<file path="config.mk">
export PLATFORM = sky130hd
export DESIGN_NAME = uart_rx_framed
export DESIGN_NICKNAME = d
export VERILOG_FILES = /design/src/rtl/uart_rx_framed.sv
export SDC_FILE = /design/constraint.sdc
export NUM_CORES = 1
export LEC_CHECK = 0
export ABC_AREA = 1
export BUFFER_PORTS_ARGS = -buffer_cell sky130_fd_sc_hd__buf_4
export CAP_MARGIN = 25
export CORE_AREA = 2 2 63 65
export DETAILED_ROUTE_END_ITERATION = 8
export DIE_AREA = 0 0 65 67
export PLACE_DENSITY = 0.69
export SETUP_SLACK_MARGIN = 0.5
export SYNTH_ARGS = -nofsm -noshare
export SYNTH_HDL_FRONTEND = slang
export SYNTH_SLANG_ARGS = --single-unit
</file>
<file path="constraint.sdc">
create_clock -name clk -period 1.45 [get_ports clk]
set_input_delay 0.145 -clock clk [delete_from_list [all_inputs] [get_ports clk]]
set_output_delay 0.145 -clock clk [all_outputs]
set_load 0.03 [all_outputs]
</file>
<file path="src/rtl/uart_rx_framed.sv">
// rtl/uart_rx_framed.sv - UART receiver with start validation, framing/overrun detection and a one-word output buffer.
// Optional even-parity stage and parity_err port are built when UART_RX_PARITY_EN is defined.
module uart_rx_framed #(
  parameter int DATA_WIDTH   = 8,
  parameter int CLKS_PER_BIT = 16
) (
  input  logic                  clk,
  input  logic                  reset,
  input  logic                  rx,
  output logic [DATA_WIDTH-1:0] rx_data,
  output logic                  rx_valid,
  input  logic                  rx_ready,
  output logic                  frame_err,
  output logic                  overrun,
`ifdef UART_RX_PARITY_EN
  output logic                  parity_err,
`endif
  output logic                  busy
);

  localparam int CNT_W  = $clog2(CLKS_PER_BIT);
  localparam int BITN_W = $clog2(DATA_WIDTH + 1);
  localparam logic [CNT_W-1:0]  HALF_M1  = CNT_W'(CLKS_PER_BIT / 2 - 1);
  localparam logic [CNT_W-1:0]  FULL_M1  = CNT_W'(CLKS_PER_BIT - 1);
  localparam logic [BITN_W-1:0] LAST_BIT = BITN_W'(DATA_WIDTH - 1);

  typedef enum logic [2:0] {
    IDLE  = 3'd0,
    START = 3'd1,
    DATA  = 3'd2,
    STOP  = 3'd3,
    BREAK = 3'd4
`ifdef UART_RX_PARITY_EN
    , PARITY = 3'd5
`endif
  } state_t;

  state_t                  state, state_n;
  logic [1:0]              sync;
  logic                    rx_s;
  logic [CNT_W-1:0]        cnt, cnt_n;
  logic [BITN_W-1:0]       bitn, bitn_n;
  logic [DATA_WIDTH-1:0]   shift, shift_n;
  logic                    frame_ok, stop_bad;
`ifdef UART_RX_PARITY_EN
  logic                    par, par_n;
  logic                    par_bad;
`endif

  assign rx_s = sync[1];
  assign busy = (state != IDLE);

  always_comb begin
    state_n  = state;
    cnt_n    = cnt;
    bitn_n   = bitn;
    shift_n  = shift;
    frame_ok = 1'b0;
    stop_bad = 1'b0;
`ifdef UART_RX_PARITY_EN
    par_n    = par;
    par_bad  = 1'b0;
`endif
    case (state)
      IDLE: begin
        if (!rx_s) begin
          state_n = START;
          cnt_n   = '0;
        end
      end
      START: begin
        if (cnt == HALF_M1) begin
          cnt_n = '0;
          if (!rx_s) begin
            state_n = DATA;
            bitn_n  = '0;
          end else begin
            state_n = IDLE;
          end
        end else begin
          cnt_n = cnt + 1'b1;
        end
      end
      DATA: begin
        if (cnt == FULL_M1) begin
          // LSB-first: after DATA_WIDTH shifts the first bit sits in bit 0
          cnt_n   = '0;
          shift_n = {rx_s, shift[DATA_WIDTH-1:1]};
          bitn_n  = bitn + 1'b1;
          if (bitn == LAST_BIT) begin
`ifdef UART_RX_PARITY_EN
            state_n = PARITY;
`else
            state_n = STOP;
`endif
          end
        end else begin
          cnt_n = cnt + 1'b1;
        end
      end
`ifdef UART_RX_PARITY_EN
      PARITY: begin
        if (cnt == FULL_M1) begin
          cnt_n   = '0;
          par_n   = rx_s;
          state_n = STOP;
        end else begin
          cnt_n = cnt + 1'b1;
        end
      end
`endif
      STOP: begin
        if (cnt == FULL_M1) begin
          cnt_n = '0;
          if (rx_s) begin
            state_n = IDLE;
`ifdef UART_RX_PARITY_EN
            if (^{shift, par}) par_bad = 1'b1;
            else frame_ok = 1'b1;
`else
            frame_ok = 1'b1;
`endif
          end else begin
            stop_bad = 1'b1;
            state_n  = BREAK;
          end
        end else begin
          cnt_n = cnt + 1'b1;
        end
      end
      BREAK: begin
        if (rx_s) state_n = IDLE;
      end
      default: state_n = IDLE;
    endcase
  end

  always_ff @(posedge clk) begin
    if (reset) begin
      sync  <= 2'b11;
      state <= IDLE;
      cnt   <= '0;
      bitn  <= '0;
      shift <= '0;
`ifdef UART_RX_PARITY_EN
      par   <= 1'b0;
`endif
    end else begin
      sync  <= {sync[0], rx};
      state <= state_n;
      cnt   <= cnt_n;
      bitn  <= bitn_n;
      shift <= shift_n;
`ifdef UART_RX_PARITY_EN
      par   <= par_n;
`endif
    end
  end

  // Holding register: a same-cycle consume frees the slot for the new word
  always_ff @(posedge clk) begin
    if (reset) begin
      rx_data    <= '0;
      rx_valid   <= 1'b0;
      frame_err  <= 1'b0;
      overrun    <= 1'b0;
`ifdef UART_RX_PARITY_EN
      parity_err <= 1'b0;
`endif
    end else begin
      frame_err  <= stop_bad;
      overrun    <= 1'b0;
`ifdef UART_RX_PARITY_EN
      parity_err <= par_bad;
`endif
      if (frame_ok) begin
        if (!rx_valid || rx_ready) begin
          rx_data  <= shift;
          rx_valid <= 1'b1;
        end else begin
          overrun <= 1'b1;
        end
      end else if (rx_valid && rx_ready) begin
        rx_valid <= 1'b0;
      end
    end
  end

endmodule

</file>
Word-level counts from Yosys, hierarchy flattened
Index checks and enable logic that the tools add are counted.
- logic and storage cells: 70
- register bits after elaboration: 32
- add/subtract/negate cells: 2
- bitwise logic cells: 3
- reduce and logical (&&, ||, !) cells: 17
- equal/unequal tests: 15
- multiplexer cells: 24
- operator list (kind ; number):
    $mux W3 ; 7
    $mux W4 ; 5
    $pmux W3 S5 ; 1
    $ne A2 B2 Y1 const B ; 7
    $pmux W4 S3 ; 1
    $add A4 B1 Y4 const B ; 2
    $eq A4 B3 Y1 const B ; 2
    $mux W1 ; 8
    $pmux W4 S2 ; 1
    $reduce_and A2 Y1 ; 4
    $eq A3 B2 Y1 const B ; 2
    $reduce_and A6 Y1 ; 1
    $reduce_bool A3 Y1 ; 2
    $eq A4 B4 Y1 const B ; 1
    $reduce_and A4 Y1 ; 1
    $reduce_bool A2 Y1 ; 2
    $reduce_or A2 Y1 ; 2
    $eq A3 B1 Y1 const B ; 1
    $eq A3 B3 Y1 const B ; 1
    $logic_not A3 Y1 ; 1
    $not A1 Y1 ; 3
    $reduce_or A3 Y1 ; 1
    $mux W2 ; 1
    $ne A2 B1 Y1 const B ; 1
    other kinds (3) ; 3

Depth between registers and ports, before layout
Gate-level depths: netlist (run 1).
- depth in word-level cells: 5
- depth in mapped cells: 10

Worst setup path before layout (run 1)
No wires, ideal clock.
- path type: register to register
- start point: register cnt[1]
- end point: register rx_data[6]
- clock period less this slack: 1.321 ns
- arrival: 1.206 ns
- path slack: 0.129 ns
- path buffers: 1
- stages on the path, launching flop included: 8
- cells stage by stage: dfxtp_1 -> ha_1 -> nand3_2 -> inv_1 -> nand4_4 -> buf_6 -> o21ai_2 -> a21oi_2
- word-level cells in the longest chain between the ends: 4
- ends and longest elaborated chain (item ; line ; text):
    start, declared ; 41 ; logic [CNT_W-1:0] cnt, cnt_n;
    start signal, assigned ; 151 ; cnt <= cnt_n;
    $eq A4 B4 Y1 ; 113 ; if (cnt == FULL_M1) begin
    $mux W1 ; 113 ;
    $mux W1 ; 64 ; case (state)
    $reduce_and A2 Y1 (no line) ; n/a ;
    end signal, assigned ; 178 ; rx_data <= shift;
    end, declared ; 10 ; output logic [DATA_WIDTH-1:0] rx_data,
No other way between the ends.
A chain may end at the register's enable or synchronous reset.

Worst setup path after layout (run 1)
- start point: register state[0]
- end point: register rx_data[1]
- word-level cells in the longest chain between the ends: 3
- ends and longest elaborated chain (item ; line ; text):
    start, declared ; 38 ; state_t state, state_n;
    start signal, assigned ; 150 ; state <= state_n;
    $eq A3 B2 Y1 ; 64 ;
    $mux W1 ; 64 ;
    $reduce_and A2 Y1 (no line) ; n/a ;
No other way between the ends.

==> results.cfg, run 1 <==
[hold_path]
whs_path_depth = 2
min-delay-start = rx
hp-class = in2reg

[layout]
antenna_cells = 0
multi_input_area_um2 = 810
drive_above_1_share = 0.461
final_cell_mix = nand2_1 (24), nor2_1 (23), dfxtp_1 (21), buf_4 (21), inv_1 (17)
ff_latch_area_um2 = 664
fillCellCount = 300
final_util = 0.557
area_growth_syn_to_layout_pct = 41.6
fin_nets = 224
final_common_cell = nand2_1

[yosys]
synth_compound_area_frac = 0.150
synth_area_um2 = 1420
synth_xor_area_frac = 0.0124
synthMuxAreaShare = 0
avgSynthCellArea_um2 = 7.70
syn_nets = 190
synth_top_family_by_area = simple AND/OR/NAND/NOR gates
synth_fa_ha_area_frac = 0.0177
synth_simple_gate_area_frac = 0.279
synth_warnings = 0
synth_seq_area_share = 0.452
netlist_instances = 184
ys_ff_latch = 32
synth.distinct_cells = 28

[cts]
clockRootBuffer = clkbuf_8
clk_path_buf_depth = 2
clock_latency_ns = 0.28
clkTransAtPathRegs_ns = 0.07
cts_tree = yes
postCtsHoldBufs = 0
numClockSinks = 32
numCtsBuffers = 5
cts_max_level = 2

[floorplan]
rows = 22
die_area_um2 = 4360
die_h_um = 67
ios = 16
dieWidth_um = 65
fp.coreArea_um2 = 3610
start_util = 0.393

[setup_path]
regToRegStartpoint = state[0]$_SDFFE_PP0P_
arrival_ns = 1.46
cp_max_fo = 8
worstSetupEndpointType = flip-flop
rr_worst_depth = 5
critPathRequiredTime_ns = 1.62
cp-start-kind = flip-flop
worstSetupPathType = reg2reg
startpoint = state[0]$_SDFFE_PP0P_

[global_route]
grt-ovfl-total = 0
grt_pass1_wl_um = 5260
grt_pass1_vias = 1198
antenna_found_initial = 0
grt_max_degree = 18
grt_use_total = 0.163

[sta]
fin_skew_ns = 0.00509
fmax_ghz = 0.777
tightestPinTransition_ns = 0.304
max_slew_margin = 0.797
finalHoldViolations = 0
fin_crit_ns = 1.29
setup_tns_ns = 0
rsz0062_at_grt = yes
setup_viol = 0
maxSlewViolCount = 0
post-route-period-util = 0.888

[drt]
drt-met1-wl_um = 1420
wirelength_um = 3150
drtIter0Drc = 55
drc = 0
wl_per_cell_um = 11.8
met3_length_um = 152
top_layer = met4
ant_nets = 0
wl_met2_um = 1490
vias = 1263
via_per_inst = 4.73
firstDrtPassIters = 4

[power]
clock_power_share = 0.313
powerDensity_nw_per_um2 = 1330
intPower_mw = 1.79
p_sw_uw = 882
pwr-share-comb = 0.308
switching_share = 0.330
peakVddDrop_v = 0.000690
sequentialPowerShare = 0.378
power.leakage_nw = 0.817

[placed_design]
io_buffers = 15
gp_congestion = 0.794
hpwlAfterDp_um = 1900

[run]
drv_cap = 0

[run_status]
status = complete, no violations
## path summary, 6_finish.rpt
path	slack, ns	endpoint
worst min-delay path	0.05	sync[0]$_SDFF_PP1_
worst min register to register	0.41	sync[1]$_SDFF_PP1_
worst max-delay path	0.16	rx_data[1]$_SDFFE_PP0P_
worst max register to register	0.16	rx_data[1]$_SDFFE_PP0P_
## power by group through the flow
stage               Clock [mW]  Sequential [mW]  Combinational, mW
finish                   0.836             1.01              0.823
global route             0.911             1.02              0.906
CTS                      0.854            0.991              0.718
detailed placement           0             1.01              0.588
global placement             0             1.00              0.586
floorplan                    0            0.997              0.473
## critical path, cell delays in order, from the launching register on
cell,delay [ns]
dfxtp_4,0.40
nand2_1,0.12
nor2_4,0.20
nand4_4,0.21
o21ai_0,0.19
a21oi_1,0.06
## area by class of cell
| type | count | area share |
|---|---|---|
| inverters | 24 | 0.0474 |
| flip-flops and latches | 32 | 0.331 |
| multi-input cells | 124 | 0.403 |
| repair buffers | 31 | 0.135 |
| well taps | 48 | 0.0299 |
| clock buffers | 6 | 0.0362 |
| clock inverters | 2 | 0.0175 |
## cell usage after synthesis (all sizes together)
cell type  number  share of area
or2             2         0.0088
nand3b          1         0.0053
buf             3          0.019
dfxtp          32           0.45
clkbuf          2         0.0062
and3            1         0.0044
nor2           31           0.10
nor3            2         0.0071
xor2            1         0.0062
o21bai          1         0.0053
nand4           1          0.015
xnor2           1         0.0062
o21ai          20          0.076
nand3           7          0.028
nand2          34           0.10
nor4            1         0.0044
ha              2          0.018
a21oi          18          0.069
inv            24          0.064
## routing by layer
metal / vias up / track usage
met5: - / 0
met4: 0 / 0.117
met3: 7 / 0.0574
met2: 32 / 0.241
met1: 567 / 0.195
li1: 657 / -
## flip-flops by register name, summed over array words and instances, names as in the netlist
signal,count
rx_valid,1
state,3
rx_data,8
bitn,4
cnt,4
shift,8
sync,2
overrun,1
frame_err,1
## timing repair
action / CTS / global route
setup buffers: 9 / 3
gates resized for setup: 41 / 25
endpoints found under the setup margin: 32 / 36
gates cloned: 1 / 0
pin swaps: 12 / 15
## logic make-up (layout without fill, tap and decap cells)
group                      count (synthesis)  count (layout)
and+or+nand+nor                           80              81
AOI/OAI and AO/OA                         39              39
DFF                                       32              32
buffers and inverters                     29              63
adders and majority gates                  2               2
xor gates and xnor gates                   2               2
## through the flow
stage	cells	setup WS [ns]	power [mW]	instance area, um2	hold WS, ns
floorplan	184	0.255	1.47	1450	0.249
global placement	246	0.173	1.59	1620	0.337
finish	267	0.163	2.67	2010	0.0481
CTS	264	0.216	2.56	1910	0.0424
detailed placement	246	0.126	1.59	1620	0.338
global route	267	0.0790	2.83	2010	0.0438
No activity file was read; power rests on OpenSTA's default activity.
==> inputs of run 2 (changes only) <==
- RECOVER_POWER: not set -> 100
- clock period: 1.45 -> 1.2 ns (I/O delays scaled with it)
==> results.cfg, run 2 (synthesized netlist as in run 1, its figures left out) <==
[power]
sequentialPowerShare = 0.357
power.leakage_nw = 0.903
pwr-share-comb = 0.331
power.total_mw = 3.37
clock_power_share = 0.312
switching_share = 0.330
powerDensity_nw_per_um2 = 1580
p_sw_mw = 1.11
peakVddDrop_v = 0.00100
intPower_mw = 2.25

[sta]
post-route-period-util = 1.10
rsz0062_at_grt = yes
fin_skew_ns = 0.00894
fmax_ghz = 0.759
max_slew_margin = 0.756
fin_crit_ns = 1.32
finalHoldViolations = 0
tightestPinTransition_ns = 0.367
fin_ws_ns = -0.118
setup_viol = 21
finalHoldWorstSlack_ns = 0.00559
maxSlewViolCount = 0

[floorplan]
rows = 22
die_area_um2 = 4360
ios = 16
fp.coreArea_um2 = 3610
die_h_um = 67
start_util = 0.393
dieWidth_um = 65

[layout]
top_regs = rx_data: 8 flops, shift: 8 flops
area_growth_syn_to_layout_pct = 50.4
design_area_um2 = 2130
fin_nets = 240
antenna_cells = 0
final_common_cell = buf_4
fillCellCount = 327
final_util = 0.591
final_cell_mix = buf_4 (25), nand2_1 (24), dfxtp_1 (21)
drive_above_1_share = 0.511

[cts]
cts_max_level = 2
cts_tree = yes
clkTransAtPathRegs_ns = 0.07
numCtsBuffers = 5
postCtsHoldBufs = 0
clock_latency_ns = 0.30
clk_path_buf_depth = 2
numClockSinks = 32
clockRootBuffer = clkbuf_8

[placed_design]
pre_cts_slack_ns = -0.101
gp_congestion = 0.873
hpwlAfterDp_um = 2090
placed_area_um2 = 1790
io_buffers = 15

[global_route]
grt_pass1_vias = 1223
antenna_found_initial = 0
grt_use_total = 0.168
grt_max_degree = 18
grt_pass1_wl_um = 5400
grt-ovfl-total = 0

[run_status]
failed_checks = negative setup slack
status = complete, but fails checks

[setup_path]
critPathRequiredTime_ns = 1.40
slowest_stage = dfxtp_4
cpPeakStageDelay_ns = 0.39
worstSetupEndpointType = flip-flop
crit_family = simple AND/OR/NAND/NOR gates
cp_max_fo = 5
cp-start-kind = flip-flop
arrival_ns = 1.51
path_cells = nand2_1 -> nor2_4 -> nand4_2 -> o21ai_1 -> a21oi_2
worstSetupPathType = reg2reg
path_buf_inv = 0

[hold_path]
hp-class = in2reg

[drt]
drtIter0Drc = 58
wirelength_um = 3280
firstDrtPassIters = 4
ant_nets = 0
wl_per_cell_um = 11.6
drc = 0
vias = 1326
via_per_inst = 4.69

[run]
drv_cap = 0
-- run 2: power by group through the flow --
| stage | registers (mW) | clock network, mW | logic (mW) |
|---|---|---|---|
| CTS | 1.20 | 1.05 | 1.04 |
| finish | 1.20 | 1.05 | 1.11 |
| floorplan | 1.22 | 0 | 0.596 |
| global placement | 1.21 | 0 | 0.907 |
| global route | 1.21 | 1.10 | 1.23 |
| detailed placement | 1.21 | 0 | 0.925 |
-- run 2: cell type report --
class / count / area [um2] / share of cell area
inverter: 24 / 95.1 / 0.0446
clock inverter: 3 / 41.3 / 0.0194
multi-input combinational: 124 / 810 / 0.380
clock buffer: 5 / 68.8 / 0.0323
tap: 48 / 60.1 / 0.0282
timing repair buffer: 47 / 398 / 0.187
sequential: 32 / 659 / 0.309
-- run 2: worst reg2reg max path, stage by stage (launching register included) --
cell and delay, ns:
dfxtp_4 0.39, nand2_1 0.10, nor2_4 0.22, nand4_2 0.24, o21ai_1 0.23, a21oi_2 0.05
-- run 2: final timing paths --
check	startpoint	to	slack, ns	cells after the start
min	rx	sync[0]$_SDFF_PP1_	0.006	2
min reg2reg	sync[0]$_SDFF_PP1_	sync[1]$_SDFF_PP1_	0.41	1
max reg2reg	state[0]$_SDFFE_PP0P_	rx_data[1]$_SDFFE_PP0P_	-0.12	5
max	state[0]$_SDFFE_PP0P_	rx_data[1]$_SDFFE_PP0P_	-0.12	5
-- run 2: repair_timing --
action                                  in CTS  in global routing
endpoints found under the setup margin      42                 42
buffers inserted                             4                  4
gates resized for setup                     47                 32
cloned                                       1                  0
endpoints found under the hold margin        0                  0
pin swaps                                    6                 17
-- run 2: metal layers --
layer / vias to the layer above / share of wire / GRT usage
li1: 695 / - / -
met1: 605 / 0.44 / 0.189
met2: 20 / 0.50 / 0.286
met3: 6 / 0.036 / 0.0405
met4: 0 / 0.024 / 0.104
met5: - / 0 / 0
-- run 2: stage by stage --
| stage | cells | setup TNS [ns] |
|---|---|---|
| final | 283 | -1.05 |
| after global routing | 283 | -3.25 |
| after CTS | 279 | -0.704 |
| after detailed placement | 266 | -1.25 |
| after global placement | 266 | -0.402 |
| after floorplan | 184 | 0 |
==> inputs of run 3 (changes only) <==
- CORE_AREA: 2 2 63 65 -> 2 2 72 74
- DIE_AREA: 0 0 65 67 -> 0 0 74 76
- PLACE_DENSITY: 0.69 -> 0.58
- RECOVER_POWER: 100 -> not set
==> results.cfg, run 3 (synthesized netlist as in run 1, its figures left out) <==
[drt]
vias = 1343
ant_nets = 0
wl_per_cell_um = 11.0
wirelength_um = 3400
drc = 0
drtIter0Drc = 35
via_per_inst = 4.35
firstDrtPassIters = 4

[hold_path]
hp-class = in2reg

[setup_path]
cpMostUsedCell = buf_6
cp-start-kind = flip-flop
worstSetupEndpointType = flip-flop
cpPeakStageDelay_ns = 0.36
regToRegStartpoint = cnt[1]$_SDFFE_PP0P_
worstSetupPathType = reg2reg
rr_worst_depth = 7
slowest_stage = dfxtp_2
path_cells = ha_4 -> nand3_4 -> buf_6 -> nor2_4 -> buf_6 -> o21ai_2 -> nor2_1
r2r_slack_ns = -0.11
critPathRequiredTime_ns = 1.42
cp_max_fo = 7
startpoint = cnt[1]$_SDFFE_PP0P_
arrival_ns = 1.53
worstReg2RegEnd = shift[5]$_SDFFE_PP0P_
endpoint = shift[5]$_SDFFE_PP0P_

[run]
drv_cap = 0

[layout]
drive_above_1_share = 0.577
instances_no_fill = 309
antenna_cells = 0
multi_input_area_um2 = 887
fillCellCount = 478
final_common_cell = buf_4
final_util = 0.474
fin_nets = 244
area_growth_syn_to_layout_pct = 64.3
design_area_um2 = 2330
ff_latch_area_um2 = 669
final_cell_mix = buf_4 (28), buf_6 (22), nor2_1 (21)
top_regs = rx_data: 8 flops, shift: 8 flops

[floorplan]
die_area_um2 = 5620
ios = 16
dieWidth_um = 74
start_util = 0.289
fp.coreArea_um2 = 4910
die_h_um = 76
rows = 26

[sta]
post-route-period-util = 1.09
finalHoldWorstSlack_ns = 0.0225
fin_ws_ns = -0.109
tightestPinTransition_ns = 0.360
rsz0062_at_grt = yes
setup_viol = 27
finalHoldViolations = 0
maxSlewViolCount = 0
fin_crit_ns = 1.31
max_slew_margin = 0.760
setup_tns_ns = -1.75
fin_skew_ns = 0.00337
fmax_ghz = 0.764

[cts]
clk_path_buf_depth = 2
clkTransAtPathRegs_ns = 0.06
numCtsBuffers = 5
cts_tree = yes
clockRootBuffer = clkbuf_8
numClockSinks = 32
cts_max_level = 2
clock_latency_ns = 0.28

[power]
power.leakage_nw = 0.961
sequentialPowerShare = 0.323
intPower_mw = 2.52
powerDensity_nw_per_um2 = 1640
pwr-share-comb = 0.412
power.total_mw = 3.82
p_sw_mw = 1.29
clock_power_share = 0.265
switching_share = 0.339
peakVddDrop_v = 0.000680

[placed_design]
hpwlAfterDp_um = 2130
placed_cells = 290
gp_congestion = 0.728
placed_area_um2 = 1830
pre_cts_slack_ns = -0.101
io_buffers = 15

[global_route]
grt-ovfl-total = 0
grt_pass1_wl_um = 5190
grt_max_degree = 22
grt_pass1_vias = 1147
antenna_found_initial = 0
grt_use_total = 0.119

[run_status]
status = complete, but fails checks
failed_checks = negative setup slack
[run 3: worst max-delay path: cells and delay by family, from the launching register on]
kind / cells / cell delay (ns)
flip-flops: 1 / 0.36
AO/OA/AOI/OAI: 1 / 0.05
AND/OR/NAND/NOR: 3 / 0.37
buffers and inverters: 2 / 0.30
adder cells (fa/ha/maj): 1 / 0.16
[run 3: layer usage]
metal	vias up	wire [um]	track usage
li1	699	-	-
met1	616	1540	0.158
met2	22	1670	0.173
met3	6	120	0.0357
met4	0	62	0.0545
met5	-	0	0
[run 3: layout make-up]
cell class	count	area share
clock buffers	6	0.0311
inverters	24	0.0430
flip-flops and latches	32	0.287
well taps	70	0.0376
repair buffers	51	0.205
clock inverters	2	0.0150
multi-input cells	124	0.381
[run 3: worst min-delay path by stage]
| stage | depth (start not counted) | startpoint | slack [ns] | to |
|---|---|---|---|---|
| 3_3_place_gp | 2 | rx | 0.31 | sync[0]$_SDFF_PP1_ |
| 5_1_grt | 2 | rx | 0.02 | sync[0]$_SDFF_PP1_ |
| 3_5_place_dp | 2 | rx | 0.31 | sync[0]$_SDFF_PP1_ |
| 4_1_cts | 2 | rx | 0.02 | sync[0]$_SDFF_PP1_ |
| 6_report | 2 | rx | 0.02 | sync[0]$_SDFF_PP1_ |
| 2_1_floorplan | 1 | rx | 0.22 | sync[0]$_SDFF_PP1_ |
[run 3: timing repair]
| action | 4_1_cts | 5_1_grt |
|---|---|---|
| cloned | 1 | 0 |
| pin swaps | 8 | 29 |
| gates resized for setup | 45 | 50 |
| setup buffers | 2 | 8 |
| endpoints found under the hold margin | 0 | 0 |
| hold buffers | 0 | 0 |
| endpoints found under the setup margin | 42 | 42 |
[run 3: power groups by stage]
stage	registers (mW)	clock network (mW)	logic (mW)
2_1_floorplan	1.22	0	0.596
3_3_place_gp	1.22	0	0.954
3_5_place_dp	1.22	0	0.951
4_1_cts	1.22	1.04	1.09
5_1_grt	1.24	1.09	1.71
6_report	1.23	1.01	1.57
